==> src/rtl/dram_sequencer.sv <==
// GR8RAM DRAM sequencer: arbitrates host RAS/CAS accesses against CAS-before-RAS refresh.
// Latency: ack 3+T_CAS cycles after accept; backpressure: host_req is held until host_ack, refresh debt waits for slot_ok.
module dram_sequencer #(
    parameter int REF_INTERVAL = 91,
    parameter int REF_DEBT_MAX = 4,
    parameter int T_CAS        = 2,
    parameter int T_RAS        = 2,
    parameter int T_RP         = 1
) (
    input  logic        C7M,
    input  logic        RES,
    input  logic        slot_ok,
    input  logic        host_req,
    input  logic        host_we,
    input  logic [22:0] host_addr,
    output logic        host_ack,
    output logic        rd_strobe,
    output logic [10:0] ra,
    output logic        nRAS,
    output logic        nCAS0,
    output logic        nCAS1,
    output logic        nRWE,
    output logic        busy,
    output logic [2:0]  ref_debt,
    output logic        ref_overflow
);

    localparam logic [2:0] ST_IDLE = 3'd0;
    localparam logic [2:0] ST_ROW  = 3'd1;
    localparam logic [2:0] ST_RAS  = 3'd2;
    localparam logic [2:0] ST_COL  = 3'd3;
    localparam logic [2:0] ST_CAS  = 3'd4;
    localparam logic [2:0] ST_RCAS = 3'd5;
    localparam logic [2:0] ST_RRAS = 3'd6;
    localparam logic [2:0] ST_PRE  = 3'd7;

    localparam int CNT_W = 8;
    localparam int TMR_W = (REF_INTERVAL > 1) ? $clog2(REF_INTERVAL) : 1;

    logic [2:0]       state_q, state_d;
    logic [CNT_W-1:0] cnt_q, cnt_d;
    logic [TMR_W-1:0] tmr_q, tmr_d;
    logic [2:0]       ref_debt_q, ref_debt_d;
    logic             ref_overflow_q, ref_overflow_d;
    logic             we_q, we_d;
    logic             bank_q, bank_d;
    logic [10:0]      row_q, row_d;
    logic [10:0]      col_q, col_d;
    logic [10:0]      ra_q, ra_d;
    logic             nras_q, nras_d;
    logic             ncas0_q, ncas0_d;
    logic             ncas1_q, ncas1_d;
    logic             nrwe_q, nrwe_d;
    logic             busy_q, busy_d;
    logic             host_ack_q, host_ack_d;
    logic             rd_strobe_q, rd_strobe_d;

    logic urgent;
    logic accept;
    logic debt_inc;
    logic debt_dec;

    always_comb begin
        state_d = state_q;
        cnt_d   = '0;
        accept  = 1'b0;
        urgent  = (ref_debt_q == 3'(REF_DEBT_MAX));
        case (state_q)
            ST_IDLE: begin
                if (urgent) begin
                    state_d = ST_RCAS;
                end else if (host_req) begin
                    accept  = 1'b1;
                    state_d = ST_ROW;
                end else if ((ref_debt_q != 3'd0) && slot_ok) begin
                    state_d = ST_RCAS;
                end
            end
            ST_ROW:  state_d = ST_RAS;
            ST_RAS:  state_d = ST_COL;
            ST_COL:  state_d = ST_CAS;
            ST_CAS: begin
                if (cnt_q == CNT_W'(T_CAS - 1)) state_d = ST_PRE;
                else                             cnt_d   = cnt_q + 1'b1;
            end
            ST_RCAS: state_d = ST_RRAS;
            ST_RRAS: begin
                if (cnt_q == CNT_W'(T_RAS - 1)) state_d = ST_PRE;
                else                             cnt_d   = cnt_q + 1'b1;
            end
            ST_PRE: begin
                if (cnt_q == CNT_W'(T_RP - 1)) state_d = ST_IDLE;
                else                            cnt_d   = cnt_q + 1'b1;
            end
            default: state_d = ST_IDLE;
        endcase
    end

    // Request fields are captured only at accept so late host_addr/host_we changes are ignored.
    always_comb begin
        we_d   = we_q;
        bank_d = bank_q;
        row_d  = row_q;
        col_d  = col_q;
        if (accept) begin
            we_d   = host_we;
            bank_d = host_addr[22];
            row_d  = host_addr[21:11];
            col_d  = host_addr[10:0];
        end
    end

    always_comb begin
        debt_inc       = (tmr_q == TMR_W'(REF_INTERVAL - 1));
        debt_dec       = (state_q == ST_RRAS) && (state_d == ST_PRE);
        tmr_d          = debt_inc ? '0 : tmr_q + 1'b1;
        ref_debt_d     = ref_debt_q;
        ref_overflow_d = ref_overflow_q;
        if (debt_inc && !debt_dec) begin
            if (ref_debt_q == 3'(REF_DEBT_MAX)) ref_overflow_d = 1'b1;
            else                                ref_debt_d     = ref_debt_q + 3'd1;
        end else if (debt_dec && !debt_inc) begin
            ref_debt_d = ref_debt_q - 3'd1;
        end
    end

    // Pin values are decoded from the next state so every output is a flop.
    always_comb begin
        ra_d    = '0;
        nras_d  = 1'b1;
        ncas0_d = 1'b1;
        ncas1_d = 1'b1;
        nrwe_d  = 1'b1;
        case (state_d)
            ST_ROW: ra_d = row_d;
            ST_RAS: begin
                ra_d   = row_d;
                nras_d = 1'b0;
            end
            ST_COL: begin
                ra_d   = col_d;
                nras_d = 1'b0;
                nrwe_d = ~we_d;
            end
            ST_CAS: begin
                ra_d    = col_d;
                nras_d  = 1'b0;
                nrwe_d  = ~we_d;
                ncas0_d = bank_d;
                ncas1_d = ~bank_d;
            end
            ST_RCAS: begin
                ncas0_d = 1'b0;
                ncas1_d = 1'b0;
            end
            ST_RRAS: begin
                nras_d  = 1'b0;
                ncas0_d = 1'b0;
                ncas1_d = 1'b0;
            end
            default: ;
        endcase
        busy_d      = (state_d != ST_IDLE);
        host_ack_d  = (state_d == ST_CAS) && (cnt_d == CNT_W'(T_CAS - 1));
        rd_strobe_d = host_ack_d && !we_d;
    end

    always_ff @(posedge C7M) begin
        if (RES) begin
            state_q        <= ST_IDLE;
            cnt_q          <= '0;
            tmr_q          <= '0;
            ref_debt_q     <= '0;
            ref_overflow_q <= 1'b0;
            we_q           <= 1'b0;
            bank_q         <= 1'b0;
            row_q          <= '0;
            col_q          <= '0;
            ra_q           <= '0;
            nras_q         <= 1'b1;
            ncas0_q        <= 1'b1;
            ncas1_q        <= 1'b1;
            nrwe_q         <= 1'b1;
            busy_q         <= 1'b0;
            host_ack_q     <= 1'b0;
            rd_strobe_q    <= 1'b0;
        end else begin
            state_q        <= state_d;
            cnt_q          <= cnt_d;
            tmr_q          <= tmr_d;
            ref_debt_q     <= ref_debt_d;
            ref_overflow_q <= ref_overflow_d;
            we_q           <= we_d;
            bank_q         <= bank_d;
            row_q          <= row_d;
            col_q          <= col_d;
            ra_q           <= ra_d;
            nras_q         <= nras_d;
            ncas0_q        <= ncas0_d;
            ncas1_q        <= ncas1_d;
            nrwe_q         <= nrwe_d;
            busy_q         <= busy_d;
            host_ack_q     <= host_ack_d;
            rd_strobe_q    <= rd_strobe_d;
        end
    end

    assign host_ack     = host_ack_q;
    assign rd_strobe    = rd_strobe_q;
    assign ra           = ra_q;
    assign nRAS         = nras_q;
    assign nCAS0        = ncas0_q;
    assign nCAS1        = ncas1_q;
    assign nRWE         = nrwe_q;
    assign busy         = busy_q;
    assign ref_debt     = ref_debt_q;
    assign ref_overflow = ref_overflow_q;

endmodule

==> config.mk <==
export PLATFORM = sky130hd
export DESIGN_NAME = dram_sequencer
export DESIGN_NICKNAME = d
export VERILOG_FILES = /design/src/rtl/dram_sequencer.sv
export SDC_FILE = /design/constraint.sdc
export NUM_CORES = 1
export LEC_CHECK = 0
export ABC_AREA = 0
export BUFFER_PORTS_ARGS = -buffer_cell sky130_fd_sc_hd__buf_2
export CAP_MARGIN = 20
export CORE_ASPECT_RATIO = 0.9
export CORE_MARGIN = 1.5
export CORE_UTILIZATION = 54
export CTS_CLUSTER_DIAMETER = 120
export DETAILED_ROUTE_END_ITERATION = 16
export GPL_TIMING_DRIVEN = 0
export PLACE_DENSITY = 0.74
export SYNTH_ARGS = -nofsm -noshare
export SYNTH_HDL_FRONTEND = slang
export SYNTH_SLANG_ARGS = --single-unit
==> constraint.sdc <==
create_clock -name C7M -period 2.5 [get_ports C7M]
set_input_delay 0.75 -clock C7M [delete_from_list [all_inputs] [get_ports C7M]]
set_output_delay 0.75 -clock C7M [all_outputs]
set_load 0.005 [all_outputs]
==> results.cfg <==
[status]
status = finished, final reports clean

[clock_tree]
tritoncts = built
clock_sinks = 64
numCtsBuffers = 9
clkTransAtPathRegs_ns = 0.07
clock_latency_ns = 0.34
cts_buffer_depth = 2
cts_hold_buf = 0
cts-root-buf = clkbuf_8
htreeDepth = 3

[sta]
hold_slack_ns = 0.471
timing.final.crit_share_pct = 94.9
min_period_ns = 2.37
timing.setup.tns_ns = 0
finClkSkew_ns = 0.00731
tightest_slew_ns = 0.758
final_hold_viol_count = 0
drv_slew = 0
clock.fmax_mhz = 422
max_slew_margin_pct = 49.2
setup_violations = 0

[synthesis]
ys_seq_area_share_pct = 48.1
synth_top_area_share_pct = 48.1
synth_ff_type = dfxtp_1
synthCells = 273
synth.net_count = 307
ys_types = 49
yosys.area.top_type = dfxtp_1
yosys-top-cells-area = dfxtp_1 48%, mux2i_1 8.6%, nor2_1 6.8%, o32ai_1 3.0%, xor2_1 2.6%
synth_edf_count = 0
ys_warn_count = 0
synthArstFlopShare_pct = 0
syn_area_sq_um = 2670
ys_ff_latch = 64
synth_area_per_cell_sq_um = 9.77

[min_path]
hp-class = reg2reg

[floorplanning]
rows = 24
start_util_pct = 55.5
die_height_um = 69.7
io_pins = 50
fp.dieArea_sq_um = 5370
coreArea_sq_um = 4800
die_x_um = 77.1

[worst_setup_path]
crit_arrival_ns = 2.58
cp-start-kind = flop
worstPathMaxFanout = 4
critPathKind = reg2reg
cp-end-kind = flop
crit_required_ns = 2.71

[global_route]
grt_overflow = 0
top_usage_layer = met2
grtUsageMet2_pct = 35.0
antenna_found_initial = 0
grt_pass1_vias = 2043
use_met3_pct = 7.50
grt_pass1_wl_um = 9290
grt.total_usage_pct = 22.2
grtUsageMet1_pct = 28.7
grt_max_degree = 11

[routing]
via_count = 2124
viasPerCell = 5.27
final_antenna_net_count = 0
route.detailed.drc = 0
wl_per_cell_um = 13.9
drt-total-wl_um = 5620
drt-initial-drc-count = 153
dr.pass1.iters = 4

[finish]
diodes = 0
mostFrequentLayoutCells = 63 x dfxtp_1, 50 x buf_2, 48 x nor2_1, 23 x mux2i_1, 14 x nand2_1
nFillCells = 414
finalNetCount = 368
drive_gt1_share_pct = 24.0
layout_commonest_cell = dfxtp_1
synthToLayoutAreaGrowth_pct = 19.9

[pwr]
cellLeakagePower_nw = 1.40
power_mw = 2.60
power_density_nw_per_um2 = 815
ir_drop_mv = 0.633

[place]
post-dp-hpwl_um = 4000
gp_congestion = 0.801
portBuffers = 48

[run]
drv_cap = 0
[final timing paths]
path / start / endpoint / slack [ns] / cells past startpoint
min: row_q[10] / row_q[10] / 0.47 / 2
max reg2reg: cnt_q[1] / ref_debt[2] / 0.13 / 10
min reg2reg: row_q[10] / row_q[10] / 0.47 / 2
max: cnt_q[1] / ref_debt[2] / 0.13 / 10
[timing repair]
action                                  4_1_cts  5_1_grt
endpoints found under the setup margin        1        2
pin swaps                                     1        1
buffers inserted                              0        2
resized for setup                             0        2
[flip-flops by register name, indices dropped and copies added (netlist names), 3 cells and up]
register	flops
cnt_q	8
col_q	11
ra	11
ref_debt	3
row_q	11
state_q	3
tmr_q	7
[cell families after synthesis]
group / share of synthesized area [%]
simple gates: 19.8
buf+inv: 3.19
fa+ha+maj: 3.10
xor+xnor: 4.93
flops: 48.1
mux: 8.63
compound gates: 12.3
[metrics by stage]
stage	setup slack (ns)	instance area [sq um]	cells	utilization (%)
after global placement	0.0447	2990	386	62.2
after global routing	-0.0193	3200	403	66.6
final	0.129	3200	403	66.6
after detailed placement	0.00312	2990	386	62.2
after floorplan	0.226	2670	273	-
after CTS	0.0199	3180	401	66.1
[cells in the mapped netlist (2+ instances only)]
library cell / n
nand3_1: 9
a21o_1: 3
inv_1: 6
o211ai_1: 2
nor3b_1: 3
o32ai_1: 9
xnor2_1: 7
o21a_1: 2
nor3_1: 4
nor2_1: 48
mux2i_1: 23
a21oi_1: 6
or3b_2: 3
ha_1: 5
and3_2: 2
and3_1: 5
buf_2: 2
nand4_1: 4
nand2_1: 14
xor2_1: 8
dfxtp_1: 64
and2_1: 3
o21ai_0: 6
clkbuf_1: 10
[power by group]
group | leakage, nW | internal, mW | total, mW | switching, mW
sequential | 0.522 | 1.13 | 1.17 | 0.0414
clock | 0.0925 | 0.481 | 0.862 | 0.380
combinational | 0.782 | 0.228 | 0.572 | 0.344
total | 1.40 | 1.84 | 2.60 | 0.766
[critical path, cell delays in order (launching register included)]
cell	delay, ns
dfxtp_1	0.33
inv_1	0.08
ha_1	0.15
or3b_2	0.52
nor4_4	0.32
nand2b_1	0.19
fa_1	0.20
nand4_1	0.09
mux2i_1	0.18
xnor2_1	0.14
nor2_1	0.05
[layer usage]
layer,up-vias,part of all wire (%)
met5,-,0
met4,0,1.5
met3,8,4.5
met2,46,46
met1,991,47
li1,1079,-
[final cells by class]
cell class,instances,area (sq um),area share [%]
buffer,14,62.6,1.96
tap,65,81.3,2.54
multi-input combinational,189,1310,40.8
inverter,6,22.5,0.704
clock inverter,3,42.5,1.33
timing repair buffer,50,255,7.98
clock buffer,12,145,4.54
sequential,64,1280,40.1
Note: power is estimated with default switching activity, not from simulation.
